[src/rtl/serial_add_16b.sv]
// serial_add_16b: N-bit adder run one 4-bit slice per cycle through a single rca_4b
//   Ports: clk, rst (async, active-high), start, A, B, C_in in;
//          S, C_out (registered result), busy (RUN), done (one-cycle pulse) out.
//   Optional: define SERIAL_ADD_OFL_EN to add output Ofl (signed overflow of the result).
`timescale 1ns/1ps
module rca_4b (
   input  logic [3:0] a_i,
   input  logic [3:0] b_i,
   input  logic       c_i,
   output logic [3:0] s_o,
   output logic       c_o
);
   logic [4:0] c;
   always_comb begin
      c = '0;
      s_o = '0;
      c[0] = c_i;
      for (int i = 0; i < 4; i++) begin
         s_o[i] = a_i[i] ^ b_i[i] ^ c[i];
         c[i+1] = (a_i[i] & b_i[i]) | (c[i] & (a_i[i] ^ b_i[i]));
      end
      c_o = c[4];
   end
endmodule

module serial_add_16b #(
   parameter int N = 16
) (
   input  logic         clk,
   input  logic         rst,
   input  logic         start,
   input  logic [N-1:0] A,
   input  logic [N-1:0] B,
   input  logic         C_in,
   output logic [N-1:0] S,
   output logic         C_out,
   output logic         busy,
   output logic         done
`ifdef SERIAL_ADD_OFL_EN
   ,output logic        Ofl
`endif
);
   localparam int CW = (N / 4 > 1) ? $clog2(N / 4) : 1;
   localparam logic [CW-1:0] LAST = CW'(N / 4 - 1);
   typedef enum logic [1:0] {IDLE, RUN, DONE} state_t;
   state_t state_q;
   logic [N-1:0] a_q, b_q, partial_q, full_d;
   logic [CW-1:0] cnt_q;
   logic carry_q, co_w;
   logic [3:0] sum_w;
   rca_4b u_rca (
      .a_i(a_q[4*cnt_q +: 4]),
      .b_i(b_q[4*cnt_q +: 4]),
      .c_i(carry_q),
      .s_o(sum_w),
      .c_o(co_w)
   );
   // Partial result with the current slice merged in; on the last slice this is the full sum.
   always_comb begin
      full_d = partial_q;
      full_d[4*cnt_q +: 4] = sum_w;
   end
   assign busy = (state_q == RUN);
   assign done = (state_q == DONE);
   always_ff @(posedge clk or posedge rst) begin
      if (rst) begin
         state_q   <= IDLE;
         a_q       <= '0;
         b_q       <= '0;
         partial_q <= '0;
         carry_q   <= 1'b0;
         cnt_q     <= '0;
         S         <= '0;
         C_out     <= 1'b0;
`ifdef SERIAL_ADD_OFL_EN
         Ofl       <= 1'b0;
`endif
      end else begin
         case (state_q)
            IDLE, DONE: begin
               state_q <= start ? RUN : IDLE;
               if (start) begin
                  a_q     <= A;
                  b_q     <= B;
                  carry_q <= C_in;
                  cnt_q   <= '0;
               end
            end
            RUN: begin
               partial_q <= full_d;
               carry_q   <= co_w;
               cnt_q     <= (cnt_q == LAST) ? '0 : cnt_q + 1'b1;
               if (cnt_q == LAST) begin
                  S       <= full_d;
                  C_out   <= co_w;
`ifdef SERIAL_ADD_OFL_EN
                  Ofl     <= (a_q[N-1] == b_q[N-1]) && (full_d[N-1] != a_q[N-1]);
`endif
                  state_q <= DONE;
               end
            end
            default: state_q <= IDLE;
         endcase
      end
   end
endmodule

[config.mk]
export PLATFORM = sky130hd
export DESIGN_NAME = serial_add_16b
export DESIGN_NICKNAME = d
export VERILOG_FILES = /design/src/rtl/serial_add_16b.sv
export SDC_FILE = /design/constraint.sdc
export NUM_CORES = 1
export LEC_CHECK = 0
export ABC_AREA = 0
export BUFFER_PORTS_ARGS = -buffer_cell sky130_fd_sc_hd__clkbuf_2
export CAP_MARGIN = 20
export CORE_ASPECT_RATIO = 1.4
export CORE_MARGIN = 1
export CORE_UTILIZATION = 42
export CTS_CLUSTER_SIZE = 25
export DETAILED_ROUTE_END_ITERATION = 8
export PLACE_DENSITY = 0.75
export SLEW_MARGIN = 40
export SYNTH_ARGS = -nofsm -noshare
export SYNTH_HDL_FRONTEND = slang
export SYNTH_SLANG_ARGS = --single-unit
[constraint.sdc]
create_clock -name clk -period 2.8 [get_ports clk]
set_clock_uncertainty 0.1 [all_clocks]
set_input_delay 0.56 -clock clk [delete_from_list [all_inputs] [get_ports clk]]
set_output_delay 0.56 -clock clk [all_outputs]
set_load 0.03 [all_outputs]
# ---- After elaboration in Yosys (flattened, before gate mapping)
# Cells that the tools add are included.
# W data, S select, Z words.
dict set report word_totals {
  romBits 0
  reg_bits 70
  output_inout_bits 19
  mem_bits_rw 0
  mem_count 0
  latchBits 0
  word_cells 54
}
dict set report op_classes {
  order_cmp 0
  div 0
  n_reduce_logical 6
  eq_ne 5
  shifts 4
  n_bitwise 20
  multipliers 0
  muxes 9
  addsub 2
}
# operator n
set op_table {}
lappend op_table {{$neg A4 Y34} 1}
lappend op_table {{$shift A4 B34 Y16 const A} 1}
lappend op_table {{$shiftx A4 B34 Y16} 1}
lappend op_table {{$shiftx A16 B5 Y4} 2}
lappend op_table {{$bwmux W16} 1}
lappend op_table {{$and A1 B1 Y1} 8}
lappend op_table {{$pmux W2 S2} 2}
lappend op_table {{$xor A1 B1 Y1} 8}
lappend op_table {{$mux W2} 3}
lappend op_table {{$reduce_and A2 Y1} 3}
lappend op_table {{$eq A2 B2 Y1 const B} 2}
lappend op_table {{$or A1 B1 Y1} 4}
lappend op_table {{$add A2 B1 Y2 const B} 1}
lappend op_table {{$eq A2 B1 Y1 const B} 1}
lappend op_table {{$logic_not A2 Y1} 1}
lappend op_table {{$mux W1} 2}
lappend op_table {{$ne A2 B1 Y1 const B} 1}
lappend op_table {{$ne A2 B2 Y1 const B} 1}
lappend op_table {{$pmux W1 S2} 1}
lappend op_table {{$reduce_bool A2 Y1} 1}
lappend op_table {{$reduce_or A2 Y1} 1}

# ---- Logic depth before layout (Yosys ltp)
dict set report logic_depth {
  ltp_word 11
  depth_mapped 13
  depth_no_buf 11
}

# ---- Modules after synthesis
# Synthesis repeated with hierarchy kept, for this count alone.
dict set report hier_totals {
  cells_unflattened 323
  area_unflattened_um2 3276.9
}
# mod n_inst area_each_um2 cells_each
set by_module_without_submodules {}
lappend by_module_without_submodules {serial_add_16b 1 3159.3 309}
lappend by_module_without_submodules {rca_4b 1 117.6 14}

# ---- Worst setup path before layout
# Ideal clock, no wire load.
dict set report synth_timing {
  path_type {reg-to-reg}
  from {register cnt_q[0]}
  to {register partial_q[3]}
  synth_period_minus_slack_ps 2969
  stages_incl_launch_ff 13
  setup_slack_ps -169
  required_time_ps 2578
  arrival_time_ps 2747
  n_path_buf 2
  path_cell_list {dfrtp_1 > buf_6 > mux4_2 > inv_1 > fa_1 > inv_1 > fa_1 > inv_1 > fa_1 > inv_1 > fa_1 > buf_2 > a32o_1}
}
dict set report synth_via {
  elab_chain_cells 11
  elab_cells_between_ends 23
  classes_between {1 x add/sub; 4 x shift; 1 x mux; 17 x bitwise}
}
# element line_no
set synth_lines {}
lappend synth_lines {{start, declared} 48} ;# logic [CW-1:0] cnt_q;
lappend synth_lines {{start signal, assigned} 92} ;# cnt_q <= (cnt_q == LAST) ? '0 : cnt_q + 1'b1;
lappend synth_lines {{$shiftx A16 B5 Y4 (on tied branches)} {52, 53}}
lappend synth_lines {{$xor A1 B1 Y1} {19, 20}}
lappend synth_lines {{$and A1 B1 Y1} 20} ;# c[i+1] = (a_i[i] & b_i[i]) | (c[i] & (a_i[i] ^ b_i[i]));
lappend synth_lines {{$or A1 B1 Y1} 20}
lappend synth_lines {{$and A1 B1 Y1} 20}
lappend synth_lines {{$or A1 B1 Y1} 20}
lappend synth_lines {{$and A1 B1 Y1} 20}
lappend synth_lines {{$or A1 B1 Y1} 20}
lappend synth_lines {{$xor A1 B1 Y1} 19} ;# s_o[i] = a_i[i] ^ b_i[i] ^ c[i];
lappend synth_lines {{$shiftx A4 B34 Y16} 61} ;# full_d[4*cnt_q +: 4] = sum_w;
lappend synth_lines {{$bwmux W16 (*)} 61}
lappend synth_lines {{end signal, assigned} 90} ;# partial_q <= full_d;
lappend synth_lines {{end, declared} 47} ;# logic [N-1:0] a_q, b_q, partial_q, full_d;
# Mark *: on every way between the ends. The rest lies on a longest branch, timed or not.
# A chain may end at the register's enable or synchronous reset.

# ---- Final worst setup path
dict set report layout_timing {
  from {register cnt_q[0]}
  to {register partial_q[11]}
}
# Same word-level chain as after synthesis.

==> key figures <==
Run status
  – Status: finished, violations left
  – Failing checks: negative setup slack

Die
  – Ports: 55
  – Core Area: approximately 7500 sq um
  – Die height: ~110 microns
  – Initial Util: approximately 44%
  – Num rows: 37
  – Die Wd: about 77 microns
  – Die area: 8200 sq um

CTS
  – Clock Latency Late Sink: approximately 0.35 ns
  – TritonCTS clock tree: built
  – Reg clk slew, reported paths: roughly 0.07 ns
  – Clk sinks: 70
  – CTS H-tree lvls: 3
  – Root buffer cell: clkbuf_8
  – TritonCTS Buffers: 9
  – Clock buffer depth: 2

Yosys
  – Synthesized cell area: about 3300 sq um
  – Synth Net Count: 367
  – Seq cells post-synth: 70
  – Avg Cell Area, Syn: 10.3 sq um
  – Cells after Synth: ~320
  – Total number of yosys warnings: 0
  – Sequential-to-total area share from yosys stat: a little over half
  – Synth cell types: 28

Routing
  – DRT iter0 DRCs: about 130
  – Antenna-violating nets left: 0
  – Drt total wl: 6660 microns
  – Via/cell ratio: approximately 5.0
  – First-pass detailed-route iteration total: 4
  – Residual DRC: 0
  – Vias: 2386
  – WL per Instance: approximately 14 microns

STA
  – Worst slew pin tran: about 0.43 ns
  – FMAX: around 0.34 GHz
  – Setup TNS: -0.695 ns
  – Max-slew violations: 0
  – Worst setup margin: -0.105 ns
  – Slew headroom: a little under three quarters
  – Finish-stage setup viols: 8
  – RSZ-0062 raised after global routing: yes
  – Fin crit share: 104%
  – Minimum clock period: 2.91 ns
  – Fin. Hold Viols: 0

Placed design
  – Placer's final routability congestion estimate: 0.800
  – Number of buffers added on ports: 54
  – Total placed cells including tap cells: ~460
  – Dpl hpwl: ~4800 microns
  – DP Area: around 3600 sq um

Worst setup path
  – Crit end category: flop
  – Critical path class: reg -> reg
  – Crit path buffers/inverters: 4
  – Crit path required time: 2.94 ns
  – CP arrival: 3.05 ns
  – Cell at the slowest stage of the critical path: fa_2
  – Max incr delay on CP: 0.52 ns
  – CP dominant cell by count: inv_2
  – Critical path peak fanout: 8
  – CP Cell Sequence: mux4_2, inv_2, fa_2, inv_2, fa_2, inv_2, fa_1, inv_2, fa_2, a32o_1
  – Crit-path leading delay family: adder cells
  – Crit start category: flop

GRT
  – Pin count of the biggest net entering global routing: 34
  – Vias in the first global route: 2409
  – First-pass GRT wire length: ~11000 microns
  – Initial antenna violation count: 0
  – Global Route Usage Sum: a little under a fifth
  – Grt total ovfl: 0

Cells and area
  – Fin area: between 3000 and 4000 sq um
  – Post-Layout Cell Count: around 480
  – Area grow syn2layout: 18.2%
  – Commonest cells after routing, fill and taps aside: nand2_1 (101), dfrtp_1 (69), clkbuf_2 (54)
  – Nets: ~420
  – Share of cells above drive strength 1: between 20% and 30%
  – ANT cells: 0
  – Util after Layout: a little over half
  – Commonest non-fill, non-tap cell in the layout: nand2_1

Run
  – Max-cap violation count: 0

Power and ir drop
  – Int Pwr: ~3.3 mW
  – Gate power share: approximately half
  – Net Sw Frac: 41.3%
  – Reg power frac: between 30% and 40%
  – VDD IR max: ~0.00076 V
  – Pwr dens: 1420 nW/um^2
  – Leak pwr: ~1.9 nW
  – Clock power share: 17.8%
  – Switching power total: 2.29 mW

Hold path
  – Min-delay worst type: in -> async
==> metal layers <==
layer / vias to the layer above / GRT usage [%] / wire length [microns]
met2: 63 / 30.8 / 3440
met3: 10 / 4.60 / 324
li1: 1175 / - / -
met1: 1138 / 21.9 / 2810
met5: - / 0 / 0
met4: 0 / 7.14 / 85
==> cells in the mapped netlist <==
cell	n	area, sq um
clkbuf_1	1	3.75
inv_2	1	3.75
o22ai_1	1	6.26
dfrtp_1	70	1750
nand3_1	1	5.00
o21ai_0	1	5.00
a32o_1	8	80.1
mux2_2	1	11.3
and4b_1	1	10.0
nor2_1	18	67.6
buf_6	2	22.5
fa_1	4	80.1
mux4_2	3	67.6
and4bb_1	2	25.0
and3b_1	1	8.76
ha_1	6	75.1
o31ai_1	2	15.0
a21oi_1	16	80.1
a31oi_1	9	56.3
a22o_1	8	70.1
inv_1	11	41.3
nand2_1	101	379
nor2b_1	10	62.6
nand2b_1	18	113
and4bb_2	1	12.5
mux4_1	5	131
buf_2	14	70.1
buf_4	5	37.5
==> area by class of cell <==
class,count,area [sq um]
Clock buffer,9,124
Clock inverter,7,120
Fill cell,681,3560
Inverter,12,45.0
Multi-Input combinational cell,217,1370
Sequential cell,70,1750
Tap cell,97,121
Timing Repair Buffer,65,357
==> path summary, 6_finish.rpt <==
kind,start,end,slack [ns],depth (start not counted)
max,cnt_q[0]$_DFFE_PP0P_,partial_q[11]$_DFFE_PP0P_,-0.11,10
min,rst,a_q[2]$_DFFE_PP0P_,0.03,2
max reg2reg,cnt_q[0]$_DFFE_PP0P_,partial_q[11]$_DFFE_PP0P_,-0.11,10
min reg2reg,b_q[12]$_DFFE_PP0P_,b_q[12]$_DFFE_PP0P_,0.37,2
max in group asynchronous,rst,partial_q[12]$_DFFE_PP0P_,1.87,3
min in group clk,A[7],a_q[7]$_DFFE_PP0P_,0.29,3
==> stage by stage <==
| stage | total power [mW] | worst slack, ns | hold WS, ns |
|---|---|---|---|
| after detailed placement | 4.52 | -0.271 | 0.357 |
| after CTS | 5.57 | -0.164 | 0.0321 |
| after floorplan | 3.74 | -0.112 | 0.337 |
| after global placement | 4.41 | -0.158 | 0.350 |
| final | 5.54 | -0.105 | 0.0292 |
| after global routing | 5.96 | -0.227 | 0.0377 |
==> repair_timing <==
item,in CTS,in global routing
hold buffers,0,0
gates resized for setup,6,2
setup endpoints to repair,9,11
gates cloned,0,0
pin swaps,5,6
setup buffers,0,0
hold endpoints to repair,0,0
==> kinds of logic (layout without fill, tap and decap cells) <==
family          after synthesis  after routing  synth area share [%]
simple gates                153            153                  20.8
flops                        70             70                  53.2
fa+ha+maj                    10             10                  4.71
mux                           9              9                  6.39
buf+inv                      34             93                  5.44
compound gates               45             45                  9.50
==> worst reg2reg max path, cell delays in order, from the launching register on <==
cell     delay, ns
dfrtp_2       0.44
mux4_2        0.35
inv_2         0.04
fa_2          0.34
inv_2         0.06
fa_2          0.19
inv_2         0.04
fa_1          0.37
inv_2         0.07
fa_2          0.52
a32o_1        0.28
==> sequential cells by signal, summed over array words and instances (netlist names) <==
name       count
state_q        2
a_q           16
cnt_q          2
b_q           16
C_out          1
partial_q     16
carry_q        1
S             16
==> power groups by stage <==
stage                     logic (mW)  registers (mW)  clock network, mW
after floorplan                 1.84            1.91                  0
after global placement          2.71            1.70                  0
after detailed placement        2.79            1.73                  0
after CTS                       2.85            1.71               1.00
after global routing            3.14            1.77               1.05
final                           2.85            1.71              0.986
(Power assumes the default switching activity.)
